**config.mk**
```make
export PLATFORM = sky130hd
export DESIGN_NAME = seq_arith_unit
export DESIGN_NICKNAME = d
export VERILOG_FILES = /design/src/rtl/seq_arith_unit.sv
export SDC_FILE = /design/constraint.sdc
export NUM_CORES = 1
export LEC_CHECK = 0
export CAP_MARGIN = 25
export CORE_MARGIN = 5
export CORE_UTILIZATION = 51
export DETAILED_ROUTE_END_ITERATION = 12
export HOLD_SLACK_MARGIN = 0.02
export PLACE_DENSITY = 0.84
export SLEW_MARGIN = 10
export SYNTH_ARGS = -nofsm -noshare
export SYNTH_HDL_FRONTEND = slang
export SYNTH_SLANG_ARGS = --single-unit
```
**constraint.sdc**
```tcl
create_clock -name CLK -period 3.8 [get_ports CLK]
set_input_delay 1.14 -clock CLK [delete_from_list [all_inputs] [get_ports CLK]]
set_output_delay 1.14 -clock CLK [all_outputs]
set_load 0.05 [all_outputs]
```
**src/rtl/seq_arith_unit.sv**
```systemverilog
`default_nettype none
// ---------------------------------------------------------------------------
// seq_arith_unit : FSM-sequenced (A +/- B -/+ C) << N on one shared adder
// Revision 1.0
// ---------------------------------------------------------------------------
module seq_arith_unit #(
  parameter int WIDTH = 8,
  parameter int SHW   = 3
) (
  input  logic             CLK,
  input  logic             Clr,
  input  logic             start,
  input  logic             mode,
  input  logic [SHW-1:0]   shamt,
  input  logic [WIDTH-1:0] A,
  input  logic [WIDTH-1:0] B,
  input  logic [WIDTH-1:0] C,
  output logic             busy,
  output logic             done,
  output logic [WIDTH-1:0] result,
  output logic             ovf
);

  localparam int c_msb = WIDTH - 1;

  typedef enum logic [2:0] {
    ST_IDLE  = 3'd0,
    ST_ADD1  = 3'd1,
    ST_ADD2  = 3'd2,
    ST_SHIFT = 3'd3,
    ST_DONE  = 3'd4
  } state_t;

  state_t           state_q, state_d;
  logic [WIDTH-1:0] t_q, t_d;
  logic [WIDTH-1:0] a_q, a_d, b_q, b_d, c_q, c_d;
  logic             mode_q, mode_d;
  logic [SHW-1:0]   shamt_q, shamt_d;
  logic [SHW-1:0]   cnt_q, cnt_d;
  logic             ovf_q, ovf_d;
  logic             busy_q, busy_d;
  logic             done_q, done_d;

  logic [WIDTH-1:0] w_op_x, w_op_y, w_sum;
  logic             w_do_sub, w_add_ovf;

  // ADD1 works on the captured A/B, ADD2 folds C into the accumulator
  always_comb begin
    w_op_x   = (state_q == ST_ADD1) ? a_q : t_q;
    w_op_y   = (state_q == ST_ADD1) ? b_q : c_q;
    w_do_sub = (state_q == ST_ADD1) ? mode_q : ~mode_q;
    w_sum    = w_do_sub ? (w_op_x - w_op_y) : (w_op_x + w_op_y);
    if (w_do_sub)
      w_add_ovf = (w_op_x[c_msb] != w_op_y[c_msb]) && (w_sum[c_msb] != w_op_x[c_msb]);
    else
      w_add_ovf = (w_op_x[c_msb] == w_op_y[c_msb]) && (w_sum[c_msb] != w_op_x[c_msb]);
  end

  always_comb begin
    state_d = state_q;
    t_d     = t_q;
    a_d     = a_q;
    b_d     = b_q;
    c_d     = c_q;
    mode_d  = mode_q;
    shamt_d = shamt_q;
    cnt_d   = cnt_q;
    ovf_d   = ovf_q;
    case (state_q)
      ST_IDLE: begin
        if (start) begin
          a_d     = A;
          b_d     = B;
          c_d     = C;
          mode_d  = mode;
          shamt_d = shamt;
          cnt_d   = '0;
          ovf_d   = 1'b0;
          state_d = ST_ADD1;
        end
      end
      ST_ADD1: begin
        t_d     = w_sum;
        ovf_d   = ovf_q | w_add_ovf;
        state_d = ST_ADD2;
      end
      ST_ADD2: begin
        t_d     = w_sum;
        ovf_d   = ovf_q | w_add_ovf;
        state_d = (shamt_q != '0) ? ST_SHIFT : ST_DONE;
      end
      ST_SHIFT: begin
        t_d   = {t_q[WIDTH-2:0], 1'b0};
        ovf_d = ovf_q | (t_q[c_msb] ^ t_q[c_msb-1]);
        if (cnt_q == SHW'(shamt_q - 1'b1)) begin
          cnt_d   = '0;
          state_d = ST_DONE;
        end else begin
          cnt_d = cnt_q + 1'b1;
        end
      end
      ST_DONE: state_d = ST_IDLE;
      default: state_d = ST_IDLE;
    endcase
    busy_d = (state_d != ST_IDLE);
    done_d = (state_d == ST_DONE);
  end

  always_ff @(posedge CLK or negedge Clr) begin
    if (!Clr) begin
      state_q <= ST_IDLE;
      t_q     <= '0;
      a_q     <= '0;
      b_q     <= '0;
      c_q     <= '0;
      mode_q  <= 1'b0;
      shamt_q <= '0;
      cnt_q   <= '0;
      ovf_q   <= 1'b0;
      busy_q  <= 1'b0;
      done_q  <= 1'b0;
    end else begin
      state_q <= state_d;
      t_q     <= t_d;
      a_q     <= a_d;
      b_q     <= b_d;
      c_q     <= c_d;
      mode_q  <= mode_d;
      shamt_q <= shamt_d;
      cnt_q   <= cnt_d;
      ovf_q   <= ovf_d;
      busy_q  <= busy_d;
      done_q  <= done_d;
    end
  end

  assign busy   = busy_q;
  assign done   = done_q;
  assign result = t_q;
  assign ovf    = ovf_q;

endmodule
`default_nettype wire

```
Word-level counts from Yosys, hierarchy flattened
Index checks and enable logic that the tools add are counted.
{ "totals": {"reg_bits": 45, "in_bits": 31, "out_inout_bits": 11, "word_cells": 55} }
{ "op_classes": {"n_addsub": 4, "n_eq_ne": 9, "muxes": 15, "bitwise_logic": 4, "reduce_logical": 12} }
{ "ops": {"columns": ["op", "count"], "rows": [
  ["$mux 8", 3],
  ["$pmux 8 s2", 1],
  ["$mux 3", 5],
  ["$pmux 3 s4", 1],
  ["$reduce_bool 3->1", 3],
  ["$add 8x8->8", 1],
  ["$sub 8x8->8", 1],
  ["$eq 3x2->1 const B", 2],
  ["$pmux 3 s2", 1],
  ["$reduce_and 2->1", 3],
  ["$reduce_bool 2->1", 2],
  ["$add 3x1->3 const B", 1],
  ["$eq 3x1->1 const B", 1],
  ["$eq 3x3->1", 1],
  ["$eq 3x3->1 const B", 1],
  ["$logic_not 3->1", 1],
  ["$mux 1", 3],
  ["$pmux 1 s3", 1],
  ["$sub 3x1->3 const B", 1],
  ["$logic_and 1x1->1", 2],
  ["$ne 1x1->1", 2],
  ["$ne 2x2->1 const B", 1],
  ["$or 1x1->1", 2],
  ["$reduce_or 2->1", 1],
  ["other kinds (3)", 3]
]} }

Depth between registers and ports, before layout
Gate-level depths: netlist of the first run.
{ "depth": {"ltp_word": 9, "mapped_depth": 16, "ltp_nobuf": 14} }

Worst setup path after synthesis of the first run
No wires, ideal clock.
{ "synth_timing": {"path_type": "reg-to-reg", "startpoint": "register state_q[2]", "endpoint": "register ovf_q (netlist: ovf)", "setup_ns": 0.137, "t_arrival_ns": 3.265, "t_required_ns": 3.663, "setup_slack_ns": 0.398, "stages_incl_launch_ff": 14, "period_less_slack_ns": 3.402, "cell_sequence": "dfrtp_1 > buf_6 > nor3b_4 > buf_4 > buf_1 > mux2_2 > ha_1 > a211o_1 > a21oi_1 > o31ai_4 > a31oi_4 > xnor3_1 > nand2_1 > a22oi_2"} }
{ "synth_between": {"elab_chain_cells": 9, "elab_cells_between_ends": 22} }
{ "synth_lines": {"columns": ["item", "line_no", "rtl"], "rows": [
  ["start, declared", "34", "state_t state_q, state_d;"],
  ["start signal, assigned", "123", "state_q <= state_d;"],
  ["$eq 3x1->1", null, null],
  ["$mux 8 (on tied branches)", "49, 50", null],
  ["$add 8x8->8 / $sub 8x8->8 (equally long branches)", "52", "w_sum = w_do_sub ? (w_op_x - w_op_y) : (w_op_x + w_op_y);"],
  ["$mux 8", "52", null],
  ["$ne 1x1->1", "54, 56", null],
  ["$logic_and 1x1->1 (on tied branches)", "56, 54", null],
  ["$mux 1", "53", "if (w_do_sub)"],
  ["$or 1x1->1", "84, 89", null],
  ["$pmux 1 s3", "69", "case (state_q)"],
  ["end signal, assigned", "131", "ovf_q <= ovf_d;"],
  ["end, declared", "40", "logic ovf_q, ovf_d;"]
]} }
Parallel ways exist; a longest one is shown, timed or not.
A chain may end at the register's enable or synchronous reset.

Worst setup path in the final report of the first run
{ "layout_timing": {"startpoint": "register state_q[0]", "endpoint": "register ovf_q (netlist: ovf)"} }
Same word-level chain as after synthesis.

==> impl_results.md, run 1 <==
* Status: finished clean
* Synth cell types at 45
* Cell Area, Synth at 2724 um2
* CTS resizes at 0
* Initial DRC count at 89
* Die area at 6902 um2
* Min Tclk post-route at 3.536 ns
* Final setup violation count at 0
* Initial antenna violation count at 0
* Vias at 1933
* Syn-to-layout area delta at 20.72%
* Dpl cells at 352
* Fin crit share at 93.04%
* Maximum clock path buffer count at 2
* Final HPWL DP at 4049 um
* Hold WC Path Type: flip-flop to flip-flop
* YS warnings at 0
* EDFF count, synth at 0
* Routed WL at 5229 um
* CTS Sinks at 45
* CTS tree: done
* Worst path required time at 3.98 ns
* CTS Buf Count at 5
* Mapped Cells at 251
* Final Max Slew Viols at 0
* Critical path class: flip-flop to flip-flop
* Num ports at 42
* Layout Nets at 331
* Commonest cells in the netlist: 45 x dfrtp_1, 32 x mux2_2, 19 x nand2_1
* Arrival time of the worst setup path at 3.71 ns
* CP Launch Type: flip-flop
* CP endpoint kind: flip-flop
* Avg Cell Area, Syn at 10.85 um2
* Final Non-Filler Cells at 361
* Top cells by area, synth: dfrtp_1 41%, mux2_2 13%, xnor2_1 4.8%, ha_1 4.1%, o21ai_0 2.9%
* Final hold vios at 0
* First-pass GRT wire length at 8970 um
* Reg2reg start: state_q[0]
* Hold_buf cts at 0
* Via density at 5.355
* Die Span X at 83.08 um
* Largest net degree at the start of global routing at 46
* Setup TNS at 0 ns
* IO buf count at 41
* #FFs+latches synth at 45
* N_diodes at 0
* Count leader, synth: dfrtp_1
* Htree depth at 2
* Gr usage total at 15.92%
* Sequential area share after synthesis at 41.34%
* Grt ovf at 0
* Hold Slack at 0.5157 ns
* GPL Wtd Cong at 0.8924
* Maximum capacitance violations at 0
* Clk pin slew, worst setup/hold paths at 0.08 ns
* Std-Cell Rows at 26
* Worst skew pair latency at 0.30 ns
* HP Start: a_q[4]
* Rel. slew slack at 57.58%
* Most used DFF post-synth: dfrtp_1
* Cell taking the most area after synthesis: dfrtp_1
* Critical Path Start: state_q[0]
* Drt pass-1 iters at 4
* Crit path max fanout at 10
* WL/cell at 14.48 um
* Unrepaired setup endpoints after global routing: no
* Layout cells sized above 1 at 19.24%
* Fmax at 282.8 MHz
* Drt drc at 0
* Clock Root Buffer: clkbuf_8
* Initial Utilization at 52.99%
* Post-synth top area share at 41.34%
* ANT nets after route at 0
* Core ar. at 5140 um2
* Syn Nets at 292
* Clock skew at 0.004561 ns
* Fillers at 466
* Post-CTS Repair Setup Buffers at 0
* Die Ht at 83.08 um
* Worst slew pin tran at 0.6363 ns
* Number of global-route vias before repair at 1920
* Async SR Flop Fraction at 100.0%
[metal layers]
layer	global-route usage, %	part of all wire, %	wire, um
met1	20.18	47	2432
met2	26.31	48	2507
met3	4.257	4.2	222
met4	5.349	1.3	67
met5	0	0	0
[critical path, stage by stage, from the launching register on]
cell and delay [ns]:
dfrtp_1 0.50, nor3b_4 0.41, nand2b_1 0.18, o22ai_1 0.13, a221o_1 0.33, a221oi_2 0.21, xnor2_1 0.16, ha_1 0.30
o21a_1 0.13, a21oi_1 0.23, o31ai_4 0.13, a31oi_4 0.23, xnor3_1 0.33, nand2_1 0.09, a22oi_2 0.05
[cell type report]
class / count / area [um2] / area share [%]
flip-flops and latches: 45 / 1126 / 34.25
well taps: 70 / 87.58 / 2.664
inverters: 4 / 15.01 / 0.4566
clock buffers: 7 / 76.32 / 2.321
repair buffers: 45 / 460.4 / 14.00
clock inverters: 1 / 7.507 / 0.2283
multi-input cells: 189 / 1515 / 46.08
[registers in the layout, indices dropped and copies added (netlist names), 3 cells and up]
register and flops:
a_q 8, b_q 8, c_q 8, cnt_q 3, result 8, shamt_q 3, state_q 3
[stage by stage]
stage / setup WS, ns / util, % / instance area [um2]
after floorplan: 0.3976 / - / 2724
after global placement: 0.4242 / 61.95 / 3184
after detailed placement: 0.3246 / 61.95 / 3184
after CTS: 0.2945 / 63.58 / 3268
after global routing: 0.03202 / 63.97 / 3288
final: 0.2645 / 63.97 / 3288
[layout by cell type (no fill, tap or decap), drive strengths merged, types with 9 or more instances in the layout]
cell type      netlist  routed
dfrtp               45      45
clkdlybuf4s50        0      40
mux2                33      33
nand2               19      19
nor2                16      16
o21ai               16      16
xnor2               15      15
a21oi               15      15
ha                   9       9
[path summary, 6_finish.rpt]
kind / cells after the start / to / slack (ns)
max: 14 / ovf / 0.26
max reg2reg: 14 / ovf / 0.26
min reg2reg: 1 / a_q[4] / 0.52
max in group asynchronous: 2 / a_q[7] / 2.65
min: 1 / a_q[4] / 0.52
min in group asynchronous: 1 / b_q[7] / 0.69
[cell families after synthesis]
| kind of cell | after synthesis | share of synthesized area, % |
|---|---|---|
| XOR/XNOR | 24 | 8.223 |
| AO/OA/AOI/OAI | 51 | 13.23 |
| AND/OR/NAND/NOR | 64 | 12.77 |
| adder cells (fa/ha/maj) | 10 | 4.869 |
| buffers and inverters | 17 | 3.215 |
| multiplexers | 40 | 16.35 |
| flip-flops | 45 | 41.34 |
Power of run 1 is left out: the tool's default activity adds up to more than one toggle a clock period on the data nets, which glitch-free logic cannot reach.
==> run 2: changes to the inputs <==
--- a/config.mk
+++ b/config.mk
@@ -8,6 +8,7 @@
 export CAP_MARGIN = 25
 export CORE_MARGIN = 5
 export CORE_UTILIZATION = 51
+export CTS_CLUSTER_SIZE = 40
 export DETAILED_ROUTE_END_ITERATION = 12
 export HOLD_SLACK_MARGIN = 0.02
 export PLACE_DENSITY = 0.84
==> results of run 2 <==
Final layout, timing and power as in run 1 (identical DEF).
Power of run 2 is left out for the same reason.
==> run 3: changes to the inputs <==
==> constraint.sdc (replaced) <==
create_clock -name CLK -period 3.62 [get_ports CLK]
set_input_delay 1.086 -clock CLK [delete_from_list [all_inputs] [get_ports CLK]]
set_output_delay 1.086 -clock CLK [all_outputs]
set_load 0.05 [all_outputs]
==> run 3 against run 2 <==
Against the previous run:
- register-to-register slack worse by 0.06 ns
- critical path depth up 1
- flip-flop and latch count unchanged
- design area up 2.1%
- die area unchanged
- final cell count up 0.83%
- count of clock-buffer cells in the layout unchanged
- first-iteration DRC count down 3.4%
- critical endpoint unchanged
- largest cell class unchanged
==> impl_results.md, run 3 (synthesized netlist as in run 1, its figures left out) <==
* Status: finished clean
* Std-Cell Rows at 26 (unchanged)
* Layout Nets at 334 (+0.91%)
* Core ar. at 5140 um2 (unchanged)
* Bufs and invs on worst path at 2 (+2)
* Initial antenna violation count at 0 (unchanged)
* N_diodes at 0 (unchanged)
* CTS Sinks at 45 (unchanged)
* Drt pass-1 iters at 4 (unchanged)
* Arrival time of the worst setup path at 3.59 ns (-0.12 ns)
* Fillers at 436 (-6.4%)
* GPL Wtd Cong at 0.8794 (-1.5%)
* Final core utilization at 65.31% (+1.3 points)
* Via density at 5.456 (+1.9%)
* R2R setup slack at 0.20 ns (-0.06 ns)
* Final HPWL DP at 4064 um (+0.37%)
* Layout cells sized above 1 at 21.43% (+2.2 points)
* Post-place setup slack at 0.1913 ns (-0.1333 ns)
* Most frequent cells in the layout: 43 x dfrtp_1, 40 x clkdlybuf4s50_1, 32 x mux2_2, 19 x nand2_1
* Worst skew pair latency at 0.30 ns (about the same)
* Most common cell after layout, fill and taps aside: dfrtp_1
* Met1 usage at 20.58% (+0.40 points)
* Clk pin slew, worst setup/hold paths at 0.08 ns (about the same)
* CP max stage delay at 0.47 ns (-0.03 ns)
* CP delay by family, top: compound AO/OA/AOI/OAI gates
* WL/cell at 14.90 um (+2.8%)
* Placed cell area at 3184 um2 (unchanged)
* Clock skew at 0.005549 ns (+0.0009878 ns)
* CTS tree: done
* Vias at 1986 (+2.7%)
* Routed WL at 5422 um (+3.7%)
* Clock Root Buffer: clkbuf_8
* Critical path class: flip-flop to flip-flop
* Final WS setup at 0.2021 ns (-0.06235 ns)
* Hold WC Path Type: flip-flop to flip-flop
* IO buf count at 41 (unchanged)
* Crit path top cell by count: buf_4
* Final setup violation count at 0 (unchanged)
* ANT nets after route at 0 (unchanged)
* Setup TNS at 0 ns (unchanged)
* Maximum capacitance violations at 0 (unchanged)
* M2 GR Usage at 26.46% (+0.15 points)
* Die Span X at 83.08 um (unchanged)
* Num ports at 42 (unchanged)
* Initial DRC count at 86 (-3.4%)
* Design Area, Final at 3357 um2 (+2.1%)
* CP Launch Type: flip-flop
* Fmax at 292.6 MHz (+3.4%)
* CP endpoint kind: flip-flop
* Final Max Slew Viols at 0 (unchanged)
* Critical path, cell by cell: nor3b_4 > buf_4 > buf_4 > and2b_1 > a221o_1 > a221oi_2 > xnor2_1 > ha_1 > o21a_1 > a21oi_2 > o31ai_4 > a31oi_4 > xnor3_1 > nand2_1 > a22oi_2
* Worst path required time at 3.80 ns (-0.18 ns)
* Grt ovf at 0 (unchanged)
* Crit path max fanout at 10 (unchanged)
* Final hold vios at 0 (unchanged)
* Htree depth at 2 (unchanged)
* Critical-path top delay cell: dfrtp_2
* GR peak layer: met2
* Gr usage total at 16.02% (+0.095 points)
* Largest net degree at the start of global routing at 46 (unchanged)
* Fin crit share at 94.42% (+1.4 points)
* Maximum clock path buffer count at 2 (unchanged)
* Initial Utilization at 52.99% (unchanged)
* CTS Buf Count at 5 (unchanged)
* Die Ht at 83.08 um (unchanged)
* First-pass GRT wire length at 9183 um (+2.4%)
* Worst slew pin tran at 0.6504 ns (+0.01406 ns)
* Hold_buf cts at 0 (unchanged)
* Drt drc at 0 (unchanged)
* Met3 GRT Util at 4.356% (+0.099 points)
* Min Tclk post-route at 3.418 ns (-0.1177 ns)
* Syn-to-layout area delta at 23.24%
* Number of global-route vias before repair at 1998 (+4.1%)
* Die area at 6902 um2 (unchanged)
* Rel. slew slack at 56.64% (-0.94 points)
-- run 3: layout make-up --
| type | count | area (um2) | area share (%) |
|---|---|---|---|
| timing repair buffer | 48 | 490.5 | 14.61 |
| clock inverter | 1 | 30.03 | 0.8945 |
| clock buffer | 7 | 86.33 | 2.572 |
| tap | 70 | 87.58 | 2.609 |
| sequential | 45 | 1129 | 33.62 |
| inverter | 4 | 15.01 | 0.4473 |
| multi-input combinational | 189 | 1519 | 45.25 |
-- run 3: what timing repair did --
item	in CTS	in global routing
setup buffers	0	3
setup endpoints to repair	0	1
gates resized for setup	0	3
-- run 3: final timing paths --
| check | startpoint | endpoint | cells after the start |
|---|---|---|---|
| max reg2reg | state_q[0] | ovf | 15 |
| max | state_q[0] | ovf | 15 |
| min reg2reg | a_q[3] | a_q[3] | 1 |
| min in group asynchronous | Clr | a_q[7] | 1 |
| max in group asynchronous | Clr | state_q[0] | 2 |
| min | a_q[3] | a_q[3] | 1 |
-- run 3: worst register-to-register path, stage by stage (launching register included) --
cell,delay (ns)
dfrtp_2,0.47
nor3b_4,0.18
buf_4,0.15
buf_4,0.13
and2b_1,0.19
a221o_1,0.40
a221oi_2,0.22
xnor2_1,0.16
ha_1,0.30
o21a_1,0.14
a21oi_2,0.18
o31ai_4,0.11
a31oi_4,0.21
xnor3_1,0.32
nand2_1,0.09
a22oi_2,0.05
-- run 3: per-layer routing --
metal  wire (um)  up-vias
li1            -      972
met1        2489      948
met2        2582       56
met3         270       10
met4          81        0
met5           0        -
-- run 3: stage by stage --
| step | hold slack (ns) | std cells |
|---|---|---|
| floorplan | 0.4750 | 251 |
| global placement | 0.4930 | 352 |
| detailed placement | 0.5019 | 352 |
| CTS | 0.5203 | 360 |
| global route | 0.5366 | 364 |
| finish | 0.5142 | 364 |
Power of run 3 is left out for the same reason.
